## src/rtl/nat_join2_d_sync.sv

```systemverilog
`default_nettype none
// ============================================================================
// Module      : nat_join2_d_sync
// Description : Two-input join with delayed free return. Collects one drive
//               event (plus data word) from each of two upstream producers,
//               issues a single joined drive downstream carrying
//               {data1, data0}, then returns a free to both producers
//               FREE_DELAY cycles after the downstream free is accepted.
//               Protocol violations are ignored and raise a sticky error.
// Ports       : clk, rst              - clock, synchronous active-high reset
//               i_drive0/1, i_data0/1 - upstream drive pulses and data
//               o_driveNext, o_data   - joined drive pulse and {d1, d0}
//               i_freeNext            - downstream free pulse
//               o_free0/1             - free pulses back to upstream
//               o_err                 - sticky protocol-error flag
// Revision    : 1.0 - initial release
// ============================================================================
module nat_join2_d_sync #(
  parameter int DATA_WIDTH = 10,
  parameter int FREE_DELAY = 2
) (
  input  logic                    clk,
  input  logic                    rst,
  input  logic                    i_drive0,
  input  logic                    i_drive1,
  input  logic [DATA_WIDTH-1:0]   i_data0,
  input  logic [DATA_WIDTH-1:0]   i_data1,
  output logic                    o_driveNext,
  output logic [2*DATA_WIDTH-1:0] o_data,
  input  logic                    i_freeNext,
  output logic                    o_free0,
  output logic                    o_free1,
  output logic                    o_err
);

  typedef enum logic [2:0] {
    COLLECT   = 3'd0,
    FIRE      = 3'd1,
    WAIT_FREE = 3'd2,
    DELAY     = 3'd3,
    RELEASE   = 3'd4
  } state_t;

  // Counter reload value; guarded so FREE_DELAY=0 does not wrap.
  localparam int         C_LOAD_I   = (FREE_DELAY > 0) ? (FREE_DELAY - 1) : 0;
  localparam logic [3:0] C_CNT_LOAD = C_LOAD_I[3:0];

  state_t                  r_state, w_state_nxt;
  logic                    r_arr0, r_arr1, w_arr0_nxt, w_arr1_nxt;
  logic [DATA_WIDTH-1:0]   r_d0, r_d1, w_d0_nxt, w_d1_nxt;
  logic [3:0]              r_cnt, w_cnt_nxt;
  logic [2*DATA_WIDTH-1:0] r_data, w_data_nxt;
  logic                    r_err;

  logic w_in_collect;
  logic w_acc0, w_acc1;
  logic w_free_ok, w_acc_free;
  logic w_err_evt;

  always_comb begin
    w_state_nxt = r_state;
    w_arr0_nxt  = r_arr0;
    w_arr1_nxt  = r_arr1;
    w_d0_nxt    = r_d0;
    w_d1_nxt    = r_d1;
    w_cnt_nxt   = r_cnt;
    w_data_nxt  = r_data;

    w_in_collect = (r_state == COLLECT);
    // A drive is only taken in COLLECT into an empty slot; anything else is
    // dropped and flagged without disturbing the held word.
    w_acc0       = i_drive0 && w_in_collect && !r_arr0;
    w_acc1       = i_drive1 && w_in_collect && !r_arr1;
    w_free_ok    = (r_state == FIRE) || (r_state == WAIT_FREE);
    w_acc_free   = i_freeNext && w_free_ok;
    w_err_evt    = (i_drive0 && !w_acc0) || (i_drive1 && !w_acc1) ||
                   (i_freeNext && !w_free_ok);

    if (w_acc0) begin
      w_arr0_nxt = 1'b1;
      w_d0_nxt   = i_data0;
    end
    if (w_acc1) begin
      w_arr1_nxt = 1'b1;
      w_d1_nxt   = i_data1;
    end

    case (r_state)
      COLLECT: begin
        // Output word is captured on the same edge that completes the pair,
        // so it is already valid in the FIRE cycle and held afterwards.
        if (w_arr0_nxt && w_arr1_nxt) begin
          w_state_nxt = FIRE;
          w_data_nxt  = {w_d1_nxt, w_d0_nxt};
        end
      end
      FIRE, WAIT_FREE: begin
        if (w_acc_free) begin
          if (FREE_DELAY == 0) begin
            w_state_nxt = RELEASE;
          end else begin
            w_state_nxt = DELAY;
            w_cnt_nxt   = C_CNT_LOAD;
          end
        end else begin
          w_state_nxt = WAIT_FREE;
        end
      end
      DELAY: begin
        if (r_cnt == 4'd0) begin
          w_state_nxt = RELEASE;
        end else begin
          w_cnt_nxt = r_cnt - 4'd1;
        end
      end
      RELEASE: begin
        w_arr0_nxt  = 1'b0;
        w_arr1_nxt  = 1'b0;
        w_state_nxt = COLLECT;
      end
      default: begin
        w_state_nxt = COLLECT;
      end
    endcase
  end

  always_ff @(posedge clk) begin
    if (rst) begin
      r_state <= COLLECT;
      r_arr0  <= 1'b0;
      r_arr1  <= 1'b0;
      r_d0    <= '0;
      r_d1    <= '0;
      r_cnt   <= 4'd0;
      r_data  <= '0;
      r_err   <= 1'b0;
    end else begin
      r_state <= w_state_nxt;
      r_arr0  <= w_arr0_nxt;
      r_arr1  <= w_arr1_nxt;
      r_d0    <= w_d0_nxt;
      r_d1    <= w_d1_nxt;
      r_cnt   <= w_cnt_nxt;
      r_data  <= w_data_nxt;
      r_err   <= r_err | w_err_evt;
    end
  end

  assign o_driveNext = (r_state == FIRE);
  assign o_free0     = (r_state == RELEASE);
  assign o_free1     = (r_state == RELEASE);
  assign o_data      = r_data;
  assign o_err       = r_err;

endmodule
`default_nettype wire

```

## config.mk

```make
export PLATFORM = sky130hd
export DESIGN_NAME = nat_join2_d_sync
export DESIGN_NICKNAME = d
export VERILOG_FILES = /design/src/rtl/nat_join2_d_sync.sv
export SDC_FILE = /design/constraint.sdc
export NUM_CORES = 1
export LEC_CHECK = 0
export CAP_MARGIN = 10
export CORE_ASPECT_RATIO = 1.4
export CORE_UTILIZATION = 42
export DETAILED_ROUTE_END_ITERATION = 7
export PLACE_DENSITY = 0.78
export REMOVE_ABC_BUFFERS = 1
export SLEW_MARGIN = 20
export SYNTH_ARGS = -nofsm -noshare
export SYNTH_HDL_FRONTEND = slang
export SYNTH_SLANG_ARGS = --single-unit
```

## constraint.sdc

```tcl
create_clock -name clk -period 1.7 [get_ports clk]
set_clock_uncertainty 0.1 [all_clocks]
set_input_delay 0.34 -clock clk [delete_from_list [all_inputs] [get_ports clk]]
set_output_delay 0.34 -clock clk [all_outputs]
set_load 0.005 [all_outputs]
```

==> results.cfg, run 1 <==
[setup_path]
timing.critical_path.cells = buf_4 -> nor3b_2 -> clkdlybuf4s15_1
crit_path_max_fanout = 7
r2r_start = r_cnt[0]
crit_path_top_delay_cell = dfxtp_1
slowest_delay_ns = 0.32
critical-path-top-delay-family = buffers and inverters
reg2reg_slack_ns = 0.08
r2r_end = r_cnt[3]
crit_path_start_kind = register
path_buf_inv = 2
rr_worst_depth = 5
crit_required_ns = 1.26
end_kind = primary output
cp.arrival_ns = 1.21
critPathKind = reg -> out

[clocking]
insertion_delay_ns = 0.31
clockBufferDepth = 2
cts_tree = done
cts_setup_buffers = 0
cts_made_buffers = 5
root_buffer = clkbuf_8
postCtsHoldBufs = 0
clk_pin_slew_ns = 0.10
clkSinkCount = 50
h-tree-depth = 2

[global_routing]
grt_pass1_wl_mm = 8.68
grtUsageTotal_pct = 19.7
antenna_found_initial = 0
grt_pass1_vias = 1969
grt_remaining_overflow = 0
grt_max_degree = 52

[synth]
ys_warn_count = 0
synth_simple_gate_area_share_pct = 14.0
synth_cell_types = 37
synthArstFlopShare_pct = 0
synth_top_area_share_pct = 45.5
yosys.area.top_type = dfxtp_1
synthFlopType = dfxtp_1
synth_mux_area_share_pct = 0
synth_compound_area_share_pct = 32.1
synth_area_sq_um = 2200
synth-xor-area-share_pct = 0.398
ys_seq_area_share_pct = 45.5
synth_area_leaders = dfxtp_1 (45%), a21oi_1 (10%), a211oi_1 (7.2%)
synth_edf_count = 0
syn_inst = 255
syn_area_per_cell_sq_um = 8.63
synth_top_family_by_area = compound AO/OA/AOI/OAI gates
ys_ff_latch = 50
synthAdderAreaFrac_pct = 1.14

[sta]
hold_violations = 0
tightest_slew_ns = 0.305
rsz0062_at_grt = no
drv_slew = 0
fin_crit_sh_pct = 96.9
fmax_mhz = 607
setup_viol = 0
max_slew_margin_pct = 79.6
whs_ns = 0.387
final.setup.worst_slack_ns = 0.0522
min_period_ns = 1.65

[floorplanning]
dieArea_sq_um = 5540
start_util_pct = 44.4
rows = 30
core_sq_um = 4950
die_y_microns = 87.7
ios = 49
die_x_microns = 63.2

[cells_and_area]
n_fill_cell = 454
multi_input_area_sq_um = 1070
area_growth_pct = 34.9
n_antenna_cell = 0
layout_commonest_cell = dfxtp_1
layout_common_cells = dfxtp_1 (48), a21oi_1 (45), clkdlybuf4s50_1 (45), o22ai_1 (21), a211oi_1 (21)
fin_cells = 370
stdcell_area_sq_um = 2970
drive_gt1_share_pct = 12.1
seq_area_sq_um = 1000
fin_nets = 332

[place]
dp_hpwl_mm = 3.52
placed_cell_area_sq_um = 2830
placed_cells = 362
finalWeightedCongestion = 0.765
port_buffers = 48
dp_slack_ns = -0.159

[hold_path]
whs_path_depth = 2
min_path_type = reg -> reg
holdPathEnd = r_d0[9]
min_from = r_d0[9]

[run]
cap_violations = 0

[detailed_routing]
first_pass_iters = 4
antenna_left = 0
wl_per_cell_microns = 14.2
drc = 0
wl_mm = 5.25
vias_per_cell = 5.67
vias = 2098
drt_iter0_markers = 108

[pwr]
leakage_nw = 1.05
irDropWorstVdd_mv = 1.42
power.density_nw_per_um2 = 1640

[run_status]
status = completed
per-stage QoR:
step           util, %  TNS, ns  power, mW
3_5_place_dp      57.0    -2.22       3.97
4_1_cts           59.8        0       4.86
5_1_grt           59.9        0       5.19
6_report          59.9        0       4.88
2_1_floorplan        -   -0.960       2.91
3_3_place_gp      57.0    -1.69       3.92
cell type report:
| type | count | area share, % |
|---|---|---|
| Multi-Input combinational cell | 175 | 36.1 |
| Sequential cell | 50 | 33.8 |
| Timing Repair Buffer | 67 | 22.6 |
| Clock buffer | 6 | 2.78 |
| Tap cell | 64 | 2.70 |
| Clock inverter | 2 | 1.31 |
| Inverter | 6 | 0.759 |
worst register-to-register path: stages (launching register included):
cell and delay (ns):
dfxtp_1 0.37, inv_1 0.07, ha_1 0.20, nor3b_1 0.15
or4_1 0.50, a21oi_1 0.15
how the worst max path moves through the flow:
| stage | from | endpoint | slack (ns) | cells after the start |
|---|---|---|---|---|
| floorplan | r_state[0] | o_data[0] | -0.05 | 3 |
| global placement | i_drive0 | o_data[5] | -0.11 | 5 |
| detailed placement | i_drive0 | o_data[15] | -0.16 | 5 |
| CTS | r_state[2] | o_err | 0.002 | 5 |
| global route | r_state[2] | o_driveNext | 0.004 | 3 |
| finish | r_state[2] | o_driveNext | 0.05 | 3 |
per-layer routing:
metal  wire length [microns]  global-route usage, %  share of wire, %  vias to the layer above
li1                        -                      -                 -                     1050
met4                      49                   6.40              0.93                        0
met5                       0                      0                 0                        -
met1                    2260                   23.0                43                      984
met2                    2690                   35.5                51                       59
met3                     245                   4.69               4.7                        5
cell families after synthesis:
logic type,Yosys count
AOI/OAI and AO/OA,120
and+or+nand+nor,52
DFF,50
buffers and inverters,30
adders and majority gates,2
xor gates and xnor gates,1
Yosys cell counts, types with 2 or more instances:
library cell / count
inv_1: 4
or3_1: 2
nand3_1: 20
a21oi_1: 45
buf_2: 9
or4_1: 2
buf_4: 3
nor2_4: 2
nand2b_1: 4
o21ai_1: 19
buf_6: 2
nor3_1: 6
buf_1: 2
nor2b_1: 3
ha_1: 2
nor3b_1: 2
o21ai_0: 5
o32ai_1: 2
nor2_1: 5
dfxtp_1: 50
clkinv_1: 2
a211oi_1: 21
o22ai_1: 21
clkbuf_1: 8
o21bai_1: 2
where the power goes:
group | internal [mW] | switching, mW | total, mW
clock network | 0.484 | 0.408 | 0.892
logic | 1.11 | 1.17 | 2.28
registers | 1.49 | 0.219 | 1.71
total | 3.09 | 1.79 | 4.88
state kept, by name (all words and copies together) (netlist names):
| name | count |
|---|---|
| r_arr1 | 1 |
| r_cnt | 4 |
| r_arr0 | 1 |
| r_state | 3 |
| o_err | 1 |
| r_d0 | 10 |
| r_d1 | 10 |
| o_data | 20 |
repair_timing:
| action | CTS | global route |
|---|---|---|
| pin swaps | 1 | 1 |
| resized for setup | 7 | 3 |
| endpoints found under the setup margin | 3 | 9 |
No activity file was read; power rests on OpenSTA's default activity.
==> run 2, diff against run 1 <==
--- a/config.mk
+++ b/config.mk
@@ -7,9 +7,10 @@
 export LEC_CHECK = 0
 export CAP_MARGIN = 10
 export CORE_ASPECT_RATIO = 1.4
-export CORE_UTILIZATION = 42
+export CORE_UTILIZATION = 48
 export DETAILED_ROUTE_END_ITERATION = 7
-export PLACE_DENSITY = 0.78
+export MAX_ROUTING_LAYER = met4
+export PLACE_DENSITY = 0.87
 export REMOVE_ABC_BUFFERS = 1
 export SLEW_MARGIN = 20
 export SYNTH_ARGS = -nofsm -noshare
==> run 2 against run 1 <==
Net effect:
- critical endpoint is now o_data[18]
- final area rose by 3.4%
- largest power group unchanged
- die area fell by 12%
- critical path depth increased by 3
- register-to-register slack got worse by 0.08 ns
- non-clock buffer count up 3
- sequential share of layout area is 0.94 points lower
- final cell count unchanged
- worst hold slack is essentially flat
- sequential power is essentially flat
==> results.cfg, run 2 (synthesis results as in run 1) <==
[clocking]
clockBufferDepth = 2
insertion_delay_ns = 0.31
clkSinkCount = 50
clk_pin_slew_ns = 0.09
cts_made_buffers = 5
h-tree-depth = 2
root_buffer = clkbuf_8
cts_tree = done
postCtsHoldBufs = 0

[place]
placed_cell_area_sq_um = 2810
dp_hpwl_mm = 3.45
finalWeightedCongestion = 0.736
port_buffers = 48

[cells_and_area]
layout_commonest_cell = dfxtp_1
layout_common_cells = dfxtp_1 (46), a21oi_1 (45), clkdlybuf4s50_1 (45), o22ai_1 (21), nand3_1 (20)
n_antenna_cell = 0
drive_gt1_share_pct = 15.2
stdcell_area_sq_um = 3070
largest_reg_flops = 20
seq_area_sq_um = 1010
area_growth_pct = 39.5
fin_nets = 337
multi_input_area_sq_um = 1110
n_fill_cell = 326

[detailed_routing]
antenna_left = 0
drc = 0
wl_per_cell_microns = 16.6
vias_per_cell = 6.11
drt_iter0_markers = 172
first_pass_iters = 4
wl_mm = 6.15
vias = 2261

[global_routing]
grtUsageTotal_pct = 24.3
antenna_found_initial = 0
grt_pass1_vias = 2056
grt_pass1_wl_mm = 8.72
grt_max_degree = 52
grt_remaining_overflow = 0

[pwr]
leakage_nw = 1.09
finalPower_mw = 5.23
irDropWorstVdd_mv = 1.09
power.density_nw_per_um2 = 1700

[hold_path]
min_from = r_d0[0]
min_path_type = reg -> reg

[setup_path]
critical-path-top-delay-family = simple AND/OR/NAND/NOR gates
end_kind = register
cp_common_cell = buf_6
r2r_start = r_state[2]
critPathKind = reg -> reg
path_buf_inv = 3
startpoint = r_state[2]
slowest_delay_ns = 0.41
cp.arrival_ns = 1.78
crit_path_max_fanout = 7
reg2reg_slack_ns = 0.003
crit_path_start_kind = register
timing.critical_path.cells = buf_6 -> buf_6 -> or3_4 -> buf_12 -> nor2_4 -> a211oi_1
crit_path_top_delay_cell = or3_4
crit_required_ns = 1.78

[sta]
setup_tns_ns = 0
setup_viol = 0
fin_crit_sh_pct = 99.8
fmax_mhz = 589
tightest_slew_ns = 0.445
hold_violations = 0
drv_slew = 0
rsz0062_at_grt = yes
min_period_ns = 1.70
max_slew_margin_pct = 70.2

[floorplanning]
start_util_pct = 51.1
rows = 28
dieArea_sq_um = 4860
core_sq_um = 4310
ios = 49
die_y_microns = 82.1
die_x_microns = 59.2

[run_status]
status = completed

[run]
cap_violations = 0
[run 2: timing repair]
item	CTS	global route
pin swaps	3	6
setup buffers	3	1
endpoints found under the setup margin	3	26
resized for setup	9	11
cloned	0	4
[run 2: worst register-to-register path, stage by stage (launching register included)]
cell and delay (ns):
dfxtp_2 0.34, buf_6 0.12, buf_6 0.11, or3_4 0.42, buf_12 0.17, nor2_4 0.22
a211oi_1 0.11
[run 2: routing by layer]
metal,routed length (microns),part of all wire [%],global-route usage [%]
met5,0,0,-
met3,387,6.3,4.67
met2,3370,55,43.6
met4,176,2.9,12.1
met1,2210,36,24.8
[run 2: final cells by class]
class                   instances  share of cell area (%)
multi-input cells             177                    36.1
flip-flops and latches         50                    32.9
repair buffers                 70                    24.4
well taps                      60                    2.45
clock buffers                   5                    2.24
clock inverters                 2                    1.26
inverters                       6                   0.734
[run 2: through the flow]
step / instances / utilization, % / setup WS (ns) / hold slack (ns)
after floorplan: 231 / - / -0.0480 / 0.309
after global placement: 355 / 65.2 / -0.0231 / 0.361
after detailed placement: 355 / 65.2 / -0.0801 / 0.371
after CTS: 365 / 68.6 / -0.0305 / 0.384
after global routing: 370 / 71.2 / -0.0613 / 0.406
final: 370 / 71.2 / 0.00313 / 0.387
[run 2: power breakdown]
part           leakage (nW)  internal [mW]  switching [mW]  total, mW
sequential            0.412           1.50           0.212       1.71
clock                0.0542          0.433           0.400      0.833
combinational         0.628           1.32            1.37       2.69
[run 2: path summary, 6_finish.rpt]
path                                   end  cells past startpoint
worst max-delay path            o_data[18]                      6
worst min-delay path               r_d0[0]                      2
worst min register to register     r_d0[0]                      2
worst max register to register  o_data[18]                      6
